### src/rtl/alu_pkg.sv
// Shared widths, opcode constants and FSM state type for the ALU arbiter slice.
package alu_pkg;

  localparam int XLEN_DEF = 32;
  localparam int OP_W_DEF = 5;

  localparam logic [4:0] OP_NOP = 5'd0;
  localparam logic [4:0] OP_ADD = 5'd1;

  typedef enum logic [1:0] {
    ST_IDLE,
    ST_ISSUE,
    ST_WAIT,
    ST_RESP
  } arb_state_e;

  // Index width for an n-entry vector; never narrower than one bit.
  function automatic int idx_w(input int n);
    return (n > 1) ? $clog2(n) : 1;
  endfunction

endpackage

### src/rtl/rr_arbiter.sv
// Combinational round-robin grant: first set request at or above ptr, wrapping.
module rr_arbiter
  import alu_pkg::*;
#(
  parameter int N = 4
) (
  input  logic [N-1:0]         req,
  input  logic [idx_w(N)-1:0]  ptr,
  output logic [N-1:0]         grant,
  output logic [idx_w(N)-1:0]  grant_idx,
  output logic                 grant_any
);

  localparam int IW = idx_w(N);

  logic [IW:0] pos;

  always_comb begin
    grant     = '0;
    grant_idx = '0;
    grant_any = 1'b0;
    pos       = '0;
    for (int i = 0; i < N; i++) begin
      // ptr < N and i < N, so one conditional subtract is a full modulo.
      pos = {1'b0, ptr} + (IW+1)'(i);
      if (pos >= (IW+1)'(N)) begin
        pos = pos - (IW+1)'(N);
      end
      if (!grant_any && req[pos[IW-1:0]]) begin
        grant[pos[IW-1:0]] = 1'b1;
        grant_idx          = pos[IW-1:0];
        grant_any          = 1'b1;
      end
    end
  end

endmodule

### src/rtl/alu_arbiter.sv
// Shares one pipelined ALU between NUM_REQ requesters: round-robin accept,
// one-cycle issue, fixed-latency wait, then result returned to the owner.
module alu_arbiter
  import alu_pkg::*;
#(
  parameter int NUM_REQ = 4,
  parameter int XLEN    = XLEN_DEF,
  parameter int OP_W    = OP_W_DEF,
  parameter int ALU_LAT = 1
) (
  input  logic                    clk_i,
  input  logic                    rst_i,
  input  logic [NUM_REQ-1:0]      req_valid_i,
  output logic [NUM_REQ-1:0]      req_ready_o,
  input  logic [NUM_REQ*XLEN-1:0] req_rs1_i,
  input  logic [NUM_REQ*XLEN-1:0] req_rs2_i,
  input  logic [NUM_REQ*OP_W-1:0] req_op_i,
  output logic [XLEN-1:0]         alu_rs1_o,
  output logic [XLEN-1:0]         alu_rs2_o,
  output logic [OP_W-1:0]         alu_op_o,
  input  logic [XLEN-1:0]         alu_rd_i,
  output logic [NUM_REQ-1:0]      resp_valid_o,
  input  logic [NUM_REQ-1:0]      resp_ready_i,
  output logic [XLEN-1:0]         resp_rd_o,
  output logic                    busy_o
);

  localparam int         IW       = idx_w(NUM_REQ);
  localparam logic [2:0] CNT_LOAD = 3'(ALU_LAT - 1);

  arb_state_e      state_reg;
  logic [IW-1:0]   ptr_reg;
  logic [IW-1:0]   id_reg;
  logic [2:0]      cnt_reg;
  logic [XLEN-1:0] rs1_reg;
  logic [XLEN-1:0] rs2_reg;
  logic [OP_W-1:0] op_reg;
  logic [XLEN-1:0] rd_reg;

  logic [XLEN-1:0] rs1_arr [NUM_REQ];
  logic [XLEN-1:0] rs2_arr [NUM_REQ];
  logic [OP_W-1:0] op_arr  [NUM_REQ];

  logic [NUM_REQ-1:0] grant;
  logic [IW-1:0]      grant_idx;
  logic               grant_any;

  genvar gi;
  generate
    for (gi = 0; gi < NUM_REQ; gi++) begin : g_req
      assign rs1_arr[gi]      = req_rs1_i[gi*XLEN +: XLEN];
      assign rs2_arr[gi]      = req_rs2_i[gi*XLEN +: XLEN];
      assign op_arr[gi]       = req_op_i[gi*OP_W +: OP_W];
      assign resp_valid_o[gi] = (state_reg == ST_RESP) && (id_reg == IW'(gi));
    end
  endgenerate

  rr_arbiter #(
    .N (NUM_REQ)
  ) u_rr_arbiter (
    .req       (req_valid_i),
    .ptr       (ptr_reg),
    .grant     (grant),
    .grant_idx (grant_idx),
    .grant_any (grant_any)
  );

  assign req_ready_o = (state_reg == ST_IDLE) ? grant : '0;
  assign alu_rs1_o   = rs1_reg;
  assign alu_rs2_o   = rs2_reg;
  assign alu_op_o    = op_reg;
  assign resp_rd_o   = rd_reg;
  assign busy_o      = (state_reg != ST_IDLE);

  always_ff @(posedge clk_i) begin
    if (rst_i) begin
      state_reg <= ST_IDLE;
      ptr_reg   <= '0;
      id_reg    <= '0;
      cnt_reg   <= '0;
      rs1_reg   <= '0;
      rs2_reg   <= '0;
      op_reg    <= '0;
      rd_reg    <= '0;
    end else begin
      case (state_reg)
        ST_IDLE: begin
          if (grant_any) begin
            rs1_reg   <= rs1_arr[grant_idx];
            rs2_reg   <= rs2_arr[grant_idx];
            // Opcode reaches the ALU only while in ISSUE; NOP elsewhere.
            op_reg    <= op_arr[grant_idx];
            id_reg    <= grant_idx;
            ptr_reg   <= (grant_idx == IW'(NUM_REQ - 1)) ? '0 : grant_idx + 1'b1;
            state_reg <= ST_ISSUE;
          end
        end
        ST_ISSUE: begin
          op_reg    <= OP_W'(OP_NOP);
          cnt_reg   <= CNT_LOAD;
          state_reg <= ST_WAIT;
        end
        ST_WAIT: begin
          if (cnt_reg == 3'd0) begin
            rd_reg    <= alu_rd_i;
            state_reg <= ST_RESP;
          end else begin
            cnt_reg <= cnt_reg - 3'd1;
          end
        end
        ST_RESP: begin
          if (resp_ready_i[id_reg]) begin
            state_reg <= ST_IDLE;
          end
        end
        default: state_reg <= ST_IDLE;
      endcase
    end
  end

endmodule

### config.mk
export PLATFORM = sky130hd
export DESIGN_NAME = alu_arbiter
export DESIGN_NICKNAME = d
export VERILOG_FILES = /design/src/rtl/alu_pkg.sv /design/src/rtl/rr_arbiter.sv /design/src/rtl/alu_arbiter.sv
export SDC_FILE = /design/constraint.sdc
export NUM_CORES = 1
export LEC_CHECK = 0
export CAP_MARGIN = 20
export CORE_AREA = 2 2 164 166
export CTS_CLUSTER_SIZE = 40
export DETAILED_ROUTE_END_ITERATION = 6
export DIE_AREA = 0 0 166 168
export PLACE_DENSITY_LB_ADDON = 0.2
export SLEW_MARGIN = 10
export SYNTH_ARGS = -nofsm -noshare
export SYNTH_HDL_FRONTEND = slang
export SYNTH_HIERARCHICAL = 1
export SYNTH_SLANG_ARGS = --single-unit
### constraint.sdc
create_clock -name clk_i -period 3.8 [get_ports clk_i]
set_clock_uncertainty 0.1 [all_clocks]
set_input_delay 0.76 -clock clk_i [delete_from_list [all_inputs] [get_ports clk_i]]
set_output_delay 0.76 -clock clk_i [all_outputs]
set_load 0.02 [all_outputs]
==> reports/results.md, run 1 <==
| Stage | Metric | This run |
| --- | --- | --- |
| outcome | Run status | complete, no violations |
| timing | Slew Limit Headroom | 0.517 |
| clock network | Largest buffer count on any clock path | 2 |
| die | Die Outline Area | 27900 um^2 |
| drt | Number of DRC markers in iteration 0 | 240 |
| finish | Layout cell share with drive strength beyond 1 | 0.123 |
| die | IO Pins | 428 |
| synth | Main flop type after synthesis | dfxtp_1 |
| finish | Post-layout util | 0.423 |
| timing | Setup WS post-layout | 0.137 ns |
| setup path | Crit-path max FO | 6 |
| drt | Residual antenna-violating net count after detailed routing | 0 |
| clock network | Root buf cell | clkbuf_16 |
| die | Effective utilization at floorplan | 0.233 |
| timing | RSZ-0062 raised after global routing | false |
| setup path | Cell family with the largest share of critical-path delay | buffers and inverters |
| drt | Overall routed net length | 24.7 mm |
| finish | Number of fill cells | 2650 |
| setup path | Data required time at the worst endpoint | 2.94 ns |
| synth | Register bit total from synthesis | 110 |
| die | Number of placement rows | 60 |
| timing | Count of endpoints failing setup in the final report | 0 |
| synth | Mean instance size in the synthesized netlist | 9.68 um^2 |
| synth | Yosys cell types | 37 |
| worst hold path | Class of the tightest hold or removal check | reg2reg |
| finish | Post-route insts no fill | 1394 |
| placed design | Post-Place Setup Slack | -0.258 ns |
| clock network | CTS tree | yes |
| timing | Period utilization | 0.964 |
| die | Vertical extent of the die | 168 um |
| timing | Actual slew at the worst max-slew pin | 0.725 ns |
| drt | Drt wl/cell | 17.7 um |
| drt | DRC violation count after routing | 0 |
| clock network | TritonCTS sink count | 110 |
| drt | Number of iterations in the first detailed-routing pass | 5 |
| synth | Async S/R FF share, synth | 0 |
| die | Die boundary width | 166 um |
| timing | Number of hold violations in the final report | 0 |
| synth | Proportion of synthesized chip area in sequential cells | 0.358 |
| setup path | Max stage delay cell, worst path | mux4_2 |
| timing | Final critical-path required period | 3.66 ns |
| setup path | Slowest Stage Delay on Critical Path | 0.54 ns |
| placed design | Instance count after placement with tap cells included | 1372 |
| power and ir drop | Ratio of total power to cell area | 726 nW/um^2 |
| placed design | DP Area | 10800 um^2 |
| synth | Synthesized netlist cell count | 635 |
| finish | Layout Cell Area excl Fill | 11100 um^2 |
| setup path | Total buffers and inverters traversed by the critical path | 3 |
| clock network | Number of levels in the clock H-tree | 3 |
| clock network | Clk pin slew, worst setup/hold paths | 0.07 ns |
| global routing | Total grt overflow | 0 |
| setup path | Setup crit end kind | output port |
| power and ir drop | Maximum vdd drop | 0.464 mV |
| clock network | Clock latency reported for the late side of the worst-skew pair | 0.35 ns |
| synth | Most area-consuming cells after synthesis | dfxtp_1 36%, mux4_2 25%, nand2_1 12% |
| synth | Netlist area before placement | 6150 um^2 |
| finish | Final net count | 1374 |
| global routing | Wire length of the first global-routing pass | 37.2 mm |
| die | Core Footprint | 26400 um^2 |
| placed design | DPL Wire Length | 19.7 mm |
| synth | EDFF count, synth | 0 |
| finish | Synthesis-to-finish area growth | 81.2% |
| placed design | Count of buffers inserted at the top-level ports | 427 |
| global routing | GRT Resource Usage Total | 0.172 |
| synth | Warning count from the yosys run | 6 |
| synth | Post-synthesis net count | 965 |
| drt | Post-detailed-route via-to-cell ratio | 4.55 |
| synth | Synth area leader | dfxtp_1 |
| power and ir drop | LEAKAGE | 0.00399 uW |
| power and ir drop | Total Power | 8080 uW |
| global routing | Number of antenna violations at the first check in global routing | 5 |
| synth | Area share of the leading cell type in the synthesized netlist | 0.358 |
| setup path | Classification of the worst setup path | in2out |
| timing | FMAX | 0.273 GHz |
| clock network | Number of clock buffers inserted by TritonCTS | 9 |
| timing | Total count of max-transition violations in the final report | 0 |
| drt | Vias after detailed routing | 6348 |
| run | MaxCap Viol Count | 0 |
| clock network | Count of hold buffers inserted by post-cts repair | 0 |
| setup path | Kind of start point of the critical path | primary input |
| setup path | List of cells traversed by the critical path | clkdlybuf4s50_1 > mux4_2 > nor4b_4 > buf_4 > a22oi_1 > o21ai_0 > and2_1 > clkbuf_2 |
| global routing | Number of global-route vias before repair | 6536 |
| placed design | Placer congestion estimate | 0.817 |
| global routing | Maximum number of pins on one net before global-route repair | 60 |
| setup path | Crit path DAT | 2.80 ns |
==> synth_stat cells, types with 2 or more instances <==
cell type and number:
o21ai_0 6, mux4_1 5, buf_2 14, inv_1 9
mux2i_1 3, nor3_1 2, a22oi_1 13, buf_6 10
nor2b_1 2, dfxtp_1 110, and2b_2 2, nand2_1 201
mux4_2 68, buf_4 4, nor2_1 18, and2_1 6
a21oi_1 103, nand2b_1 4, ha_1 12, clkbuf_1 26
==> layout by cell type (no fill, tap or decap), types with 3 or more instances in the layout <==
| master | netlist | layout |
|---|---|---|
| clkdlybuf4s50_1 | 0 | 422 |
| nand2_1 | 201 | 200 |
| dfxtp_1 | 110 | 110 |
| a21oi_1 | 103 | 103 |
| mux4_2 | 68 | 69 |
| nor2_1 | 18 | 18 |
| buf_4 | 4 | 17 |
| a22oi_1 | 13 | 13 |
| ha_1 | 12 | 12 |
| inv_1 | 9 | 9 |
| clkbuf_16 | 0 | 9 |
| buf_12 | 0 | 9 |
| o21ai_0 | 6 | 6 |
| and2_1 | 6 | 5 |
| diode_2 | 0 | 4 |
| nand2b_1 | 4 | 4 |
| mux4_1 | 5 | 4 |
| mux2i_1 | 3 | 3 |
| clkbuf_2 | 0 | 3 |
==> power by group <==
part	switching (uW)	internal (uW)
Combinational	2630	2660
Clock	477	456
Sequential	243	1620
Total	3350	4730
==> cells by family after synthesis <==
| family | synth area share |
|---|---|
| multiplexers | 0.280 |
| buffers and inverters | 0.0560 |
| AO/OA/AOI/OAI | 0.121 |
| flip-flops | 0.358 |
| adder cells (fa/ha/maj) | 0.0244 |
| AND/OR/NAND/NOR | 0.161 |
==> layout make-up <==
type                            instances  area (um^2)  share of cell area
Timing Repair Buffer                  452         4560               0.409
Antenna cell                            4         10.0            0.000899
Clock buffer                            9          225              0.0202
Multi-Input combinational cell        462         3630               0.326
Sequential cell                       110         2200               0.198
Clock inverter                          7         56.3             0.00506
Inverter                                9         33.8             0.00303
Tap cell                              341          427              0.0383
==> metal layers <==
layer / GRT usage / wire length [um] / vias up
met5: 0 / 13 / -
met4: 0.0624 / 570 / 2
met3: 0.0646 / 2030 / 35
met2: 0.316 / 12800 / 256
met1: 0.180 / 9270 / 2975
li1: - / - / 3080
==> path summary, 6_finish.rpt <==
check / startpoint / to / slack (ns) / cells after the start
max: req_valid_i[3] / req_ready_o[3] / 0.14 / 8
min: alu_rs2_o[7] / alu_rs2_o[7] / 0.35 / 2
min reg2reg: alu_rs2_o[7] / alu_rs2_o[7] / 0.35 / 2
max reg2reg: ptr_reg[0] / alu_op_o[3] / 0.61 / 12
==> through the flow <==
stage | TNS, ns | hold WS, ns
floorplan | 0 | 0.354
global placement | -0.928 | 0.341
detailed placement | -1.14 | 0.347
CTS | 0 | 0.358
global route | 0 | 0.374
finish | 0 | 0.354
==> tightest hold or removal path, cell delays in order (launching register included) <==
cell,delay [ns]
dfxtp_1,0.31
nand2_1,0.05
a21oi_1,0.05
==> repair_timing <==
action                                  CTS  global route
endpoints found under the setup margin    4             4
buffers inserted                          2             0
pin swaps                                 1             0
gates resized for setup                   6             6
(Power assumes the default switching activity.)
==> inputs of run 2 (changes only) <==
--- a/config.mk
+++ b/config.mk
@@ -5,11 +5,11 @@
 export SDC_FILE = /design/constraint.sdc
 export NUM_CORES = 1
 export LEC_CHECK = 0
-export CAP_MARGIN = 20
-export CORE_AREA = 2 2 164 166
+export CAP_MARGIN = 10
+export CORE_AREA = 2 2 167 169
 export CTS_CLUSTER_SIZE = 40
 export DETAILED_ROUTE_END_ITERATION = 6
-export DIE_AREA = 0 0 166 168
+export DIE_AREA = 0 0 169 171
 export PLACE_DENSITY_LB_ADDON = 0.2
 export SLEW_MARGIN = 10
 export SYNTH_ARGS = -nofsm -noshare
==> constraint.sdc (replaced) <==
create_clock -name clk_i -period 4.5 [get_ports clk_i]
set_clock_uncertainty 0.1 [all_clocks]
set_input_delay 0.9 -clock clk_i [delete_from_list [all_inputs] [get_ports clk_i]]
set_output_delay 0.9 -clock clk_i [all_outputs]
set_load 0.02 [all_outputs]
==> run 2 against run 1 <==
Via count shrank 0.99%. Count of clock-buffer cells in the layout did not move. Die area grew 3.6%. Global-route usage fell by 0.51 points. Critical path depth decreased by 1. Non-clock buffer count decreased by 8. Critical endpoint is now req_ready_o[0]. Largest cell class unchanged.
==> reports/results.md, run 2 (synthesis results as in run 1) <==
| Stage | Metric | This run |
| --- | --- | --- |
| outcome | Run status | complete, no violations |
| finish | Number of fill cells | 2784 |
| global routing | Number of antenna violations at the first check in global routing | 4 |
| drt | Drt wl/cell | 17.8 um |
| drt | Number of iterations in the first detailed-routing pass | 4 |
| global routing | Maximum number of pins on one net before global-route repair | 44 |
| finish | Commonest non-fill, non-tap cell in the layout | clkdlybuf4s50_1 |
| clock network | Largest buffer count on any clock path | 2 |
| setup path | Crit path DAT | 3.34 ns |
| timing | Period utilization | 0.965 |
| die | Die boundary width | 169 um |
| timing | Actual slew at the worst max-slew pin | 0.769 ns |
| timing | RSZ-0062 raised after global routing | false |
| setup path | Crit. Startpoint | req_valid_i[1] |
| timing | Summed negative setup slack over all endpoints | 0 ns |
| timing | Total count of max-transition violations in the final report | 0 |
| timing | FMAX | 0.230 GHz |
| timing | Final hold slack | 0.355 ns |
| drt | Post-detailed-route via-to-cell ratio | 4.52 |
| timing | Final critical-path required period | 4.34 ns |
| power and ir drop | Maximum vdd drop | 0.243 mV |
| run | MaxCap Viol Count | 0 |
| global routing | Number of global-route vias before repair | 6452 |
| die | Vertical extent of the die | 171 um |
| timing | Slew Limit Headroom | 0.487 |
| clock network | CTS tree | yes |
| die | Core Footprint | 27300 um^2 |
| placed design | Placer congestion estimate | 0.779 |
| setup path | Setup crit end kind | output port |
| placed design | Count of buffers inserted at the top-level ports | 427 |
| finish | Synthesis-to-finish area growth | 80.1% |
| finish | Layout cell share with drive strength beyond 1 | 0.113 |
| worst hold path | Source of the worst hold timing path | resp_rd_o[16] |
| setup path | Data required time at the worst endpoint | 3.50 ns |
| power and ir drop | Ratio of total power to cell area | 610 nW/um^2 |
| global routing | GRT Resource Usage Total | 0.167 |
| drt | Vias after detailed routing | 6285 |
| drt | DRC violation count after routing | 0 |
| global routing | Total grt overflow | 0 |
| clock network | Count of hold buffers inserted by post-cts repair | 0 |
| finish | Area of the multi-input gates | 3630 um^2 |
| clock network | Clock latency reported for the late side of the worst-skew pair | 0.35 ns |
| placed design | DPL Wire Length | 19.5 mm |
| global routing | Wire length of the first global-routing pass | 37.0 mm |
| drt | Overall routed net length | 24.8 mm |
| die | Effective utilization at floorplan | 0.225 |
| clock network | Clk pin slew, worst setup/hold paths | 0.08 ns |
| clock network | Root buf cell | clkbuf_16 |
| die | Die Outline Area | 28900 um^2 |
| die | Number of placement rows | 61 |
| finish | Storage element area | 2200 um^2 |
| die | IO Pins | 428 |
| clock network | Number of clock buffers inserted by TritonCTS | 9 |
| worst hold path | Worst hold path stage count | 2 |
| drt | Residual antenna-violating net count after detailed routing | 0 |
| setup path | R2R depth | 8 |
| timing | Number of hold violations in the final report | 0 |
| finish | Final net count | 1366 |
| power and ir drop | LEAKAGE | 0.00394 uW |
| setup path | Worst reg2reg path startpoint | ptr_reg[0] |
| worst hold path | Class of the tightest hold or removal check | reg2reg |
| drt | Number of DRC markers in iteration 0 | 264 |
| clock network | Number of levels in the clock H-tree | 3 |
| clock network | TritonCTS sink count | 110 |
| setup path | Kind of start point of the critical path | primary input |
| setup path | Crit-path max FO | 5 |
| finish | Most frequent cells in the layout | 426 x clkdlybuf4s50_1, 200 x nand2_1, 110 x dfxtp_1, 103 x a21oi_1, 69 x mux4_2 |
| setup path | Classification of the worst setup path | in2out |
| timing | Count of endpoints failing setup in the final report | 0 |
-- run 2: cell count changes in the layout (fill, tap and decap cells not counted) --
cell and change:
buf_12 -4, buf_4 -4, clkdlybuf4s50_1 +4, clkbuf_2 -3, clkinv_2 -2, clkinv_4 +2
clkinv_8 +2, clkinvlp_4 -2, clkdlybuf4s15_1 -1, inv_6 +1, inv_8 -1
-- run 2: worst paths after layout --
check / slack, ns / end
worst min-delay path: 0.35 / resp_rd_o[16]
worst max-delay path: 0.16 / req_ready_o[0]
worst min register to register: 0.35 / resp_rd_o[16]
worst max register to register: 1.03 / alu_rs1_o[18]
-- run 2: layout make-up --
class | instances | share of cell area
Clock inverter | 7 | 0.00712
Multi-Input combinational cell | 462 | 0.328
Antenna cell | 4 | 0.000904
Clock buffer | 9 | 0.0203
Timing Repair Buffer | 444 | 0.403
Inverter | 9 | 0.00305
Sequential cell | 110 | 0.199
Tap cell | 346 | 0.0391
-- run 2: report_power, final --
group,switching (uW),total [uW],internal (uW)
Combinational,2190,4350,2160
Sequential,208,1570,1370
Clock,434,831,397
-- run 2: what timing repair did --
action,in CTS,in global routing
resized for setup,0,1
buffers inserted,0,1
endpoints found under the setup margin,0,4
hold endpoints to repair,0,0
-- run 2: layer usage --
layer	vias to the layer above	part of all wire	track usage
met5	-	0.00048	0
met4	2	0.014	0.0498
met3	23	0.081	0.0551
met2	236	0.51	0.295
met1	2960	0.39	0.193
li1	3064	-	-
-- run 2: worst max-delay path: stages --
cell and delay (ns):
clkdlybuf4s50_1 0.47, mux4_2 0.57, nor4b_4 0.42, a22oi_1 0.11, o21ai_0 0.11, and2_1 0.16, clkdlybuf4s50_1 0.61
-- run 2: per-stage QoR --
| step | utilization | worst slack [ns] | power (uW) | std cells | instance area [um^2] |
|---|---|---|---|---|---|
| 5_1_grt | 0.405 | 0.0320 | 7270 | 1389 | 11100 |
| 4_1_cts | 0.405 | 0.103 | 6900 | 1386 | 11100 |
| 3_3_place_gp | 0.394 | 0.130 | 6020 | 1370 | 10800 |
| 2_1_floorplan | - | 1.27 | 4350 | 635 | 6150 |
| 3_5_place_dp | 0.394 | 0.114 | 6030 | 1370 | 10800 |
| 6_report | 0.405 | 0.159 | 6760 | 1391 | 11100 |
==> inputs of run 3 (changes only) <==
--- a/config.mk
+++ b/config.mk
@@ -7,6 +7,8 @@
 export LEC_CHECK = 0
 export CAP_MARGIN = 10
 export CORE_AREA = 2 2 167 169
+export CTS_BUF_LIST = sky130_fd_sc_hd__clkbuf_2
+export CTS_CLUSTER_DIAMETER = 100
 export CTS_CLUSTER_SIZE = 40
 export DETAILED_ROUTE_END_ITERATION = 6
 export DIE_AREA = 0 0 169 171
==> run 3 against run 2 <==
Worst hold slack gained 0.013 ns. Clock power shrank 41%. Flip-flop and latch count is the same. Routed wire length is essentially flat. Worst setup slack gained 0.026 ns. Critical path type unchanged. Largest power group unchanged. Highest routed layer unchanged.
==> reports/results.md, run 3 (synthesis results as in run 1) <==
| Stage | Metric | This run |
| --- | --- | --- |
| outcome | Run status | complete, no violations |
| drt | Total length of routed met3 wires | 2.06 mm |
| clock network | Number of clock buffers inserted by TritonCTS | 9 |
| global routing | Total grt overflow | 0 |
| setup path | Classification of the worst setup path | in2out |
| drt | Overall routed net length | 24.8 mm |
| clock network | TritonCTS sink count | 110 |
| finish | Most frequent cells in the layout | 423 x clkdlybuf4s50_1, 200 x nand2_1, 109 x dfxtp_1, 103 x a21oi_1, 69 x mux4_2 |
| drt | Vias after detailed routing | 6279 |
| timing | Slew Limit Headroom | 0.486 |
| drt | Metal-1 WL | 9.67 mm |
| die | Vertical extent of the die | 171 um |
| clock network | Count of hold buffers inserted by post-cts repair | 0 |
| power and ir drop | Maximum vdd drop | 0.241 mV |
| placed design | DP Area | 10800 um^2 |
| placed design | Instance count after placement with tap cells included | 1370 |
| timing | Total count of max-transition violations in the final report | 0 |
| drt | Uppermost routed layer | met5 |
| clock network | Number of levels in the clock H-tree | 3 |
| worst hold path | Class of the tightest hold or removal check | reg2reg |
| power and ir drop | LEAKAGE | 0.00392 uW |
| die | IO Pins | 428 |
| die | Die boundary width | 169 um |
| clock network | Largest buffer count on any clock path | 2 |
| setup path | Setup crit end kind | output port |
| setup path | Crit path DAT | 3.31 ns |
| setup path | Slowest Stage Delay on Critical Path | 0.60 ns |
| setup path | Crit-path max FO | 6 |
| placed design | DPL Wire Length | 19.5 mm |
| setup path | Data required time at the worst endpoint | 3.50 ns |
| setup path | Internal reg-to-reg setup slack | 1.17 ns |
| global routing | Wire length of the first global-routing pass | 36.9 mm |
| die | Core Footprint | 27300 um^2 |
| setup path | List of cells traversed by the critical path | clkdlybuf4s50_1 > mux4_2 > nor4b_4 > a22oi_1 > o21ai_0 > and2_1 > clkdlybuf4s50_1 |
| global routing | Maximum number of pins on one net before global-route repair | 44 |
| finish | Synthesis-to-finish area growth | 77.5% |
| drt | Drt wl/cell | 17.8 um |
| setup path | Total buffers and inverters traversed by the critical path | 2 |
| setup path | Max stage delay cell, worst path | clkdlybuf4s50_1 |
| setup path | Cell family with the largest share of critical-path delay | buffers and inverters |
| finish | Post-layout util | 0.399 |
| timing | Actual slew at the worst max-slew pin | 0.771 ns |
| timing | Final hold slack | 0.368 ns |
| global routing | Number of antenna violations at the first check in global routing | 5 |
| drt | Met2 wire length | 12.7 mm |
| die | Number of placement rows | 61 |
| die | Die Outline Area | 28900 um^2 |
| run | MaxCap Viol Count | 0 |
| finish | Layout cell share with drive strength beyond 1 | 0.115 |
| drt | Residual antenna-violating net count after detailed routing | 0 |
| timing | Summed negative setup slack over all endpoints | 0 ns |
| global routing | GRT Resource Usage Total | 0.167 |
| power and ir drop | Ratio of total power to cell area | 588 nW/um^2 |
| setup path | Cell type with the highest occurrence count on the critical path | clkdlybuf4s50_1 |
| timing | FMAX | 0.232 GHz |
| clock network | CTS tree | yes |
| timing | Count of endpoints failing setup in the final report | 0 |
| drt | DRC violation count after routing | 0 |
| drt | Number of DRC markers in iteration 0 | 270 |
| finish | Number of fill cells | 2797 |
| die | Effective utilization at floorplan | 0.225 |
| global routing | Number of global-route vias before repair | 6449 |
| drt | Number of iterations in the first detailed-routing pass | 4 |
| timing | Final critical-path required period | 4.31 ns |
| finish | Post-route insts no fill | 1393 |
| setup path | Kind of start point of the critical path | primary input |
| timing | Period utilization | 0.959 |
| finish | Layout Cell Area excl Fill | 10900 um^2 |
| clock network | Clock latency reported for the late side of the worst-skew pair | 0.61 ns |
| finish | Commonest non-fill, non-tap cell in the layout | clkdlybuf4s50_1 |
| timing | Number of hold violations in the final report | 0 |
| drt | Post-detailed-route via-to-cell ratio | 4.51 |
| placed design | Placer congestion estimate | 0.779 |
| timing | RSZ-0062 raised after global routing | false |
| clock network | Root buf cell | clkbuf_2 |
| clock network | Clk pin slew, worst setup/hold paths | 0.38 ns |
| finish | Final net count | 1367 |
| placed design | Count of buffers inserted at the top-level ports | 427 |
==> run 3: cell count changes in the layout (fill, tap and decap cells not counted) <==
cell / change
clkbuf_16: -9
clkbuf_2: +9
clkdlybuf4s50_1: -3
dlymetal6s2s_1: +3
buf_4: +1
dfxtp_1: -1
dfxtp_4: +1
diode_2: +1
==> run 3: per-stage QoR <==
stage | setup WS [ns] | power (uW)
floorplan | 1.27 | 4350
global placement | 0.130 | 6020
detailed placement | 0.114 | 6030
CTS | 0.0475 | 6560
global route | 0.00538 | 6940
finish | 0.186 | 6420
==> run 3: area by class of cell <==
| class | instances | area [um^2] | area share |
|---|---|---|---|
| inverter | 9 | 33.8 | 0.00310 |
| multi-input combinational | 462 | 3630 | 0.332 |
| timing repair buffer | 445 | 4480 | 0.410 |
| clock inverter | 7 | 78.8 | 0.00722 |
| tap | 346 | 433 | 0.0397 |
| antenna | 5 | 12.5 | 0.00115 |
| sequential | 110 | 2210 | 0.202 |
| clock buffer | 9 | 45.0 | 0.00413 |
==> run 3: path summary, 6_finish.rpt <==
check | startpoint | endpoint | cells past startpoint
setup reg to reg | ptr_reg[0] | alu_rs1_o[18] | 8
hold reg to reg | resp_rd_o[8] | resp_rd_o[8] | 2
hold / removal | resp_rd_o[8] | resp_rd_o[8] | 2
setup / recovery | req_valid_i[2] | req_ready_o[2] | 7
==> run 3: report_power, final <==
part / switching [uW] / internal (uW)
logic: 2190 / 2160
registers: 206 / 1360
clock network: 397 / 95.8
total: 2790 / 3620
==> run 3: tightest hold or removal path, cell delays in order (launching register included) <==
cell and delay (ns):
dfxtp_1 0.39, nand2_1 0.05, a21oi_1 0.05
==> run 3: timing repair <==
action                     in CTS  in global routing
buffers inserted                0                  2
pin swaps                       0                  1
setup endpoints to repair       4                  4
resized for setup               1                  5
==> run 3: layer usage <==
layer | vias up | track usage
met2 | 240 | 0.294
met4 | 2 | 0.0446
met1 | 2953 | 0.192
met5 | - | 0
met3 | 21 | 0.0585
li1 | 3063 | -
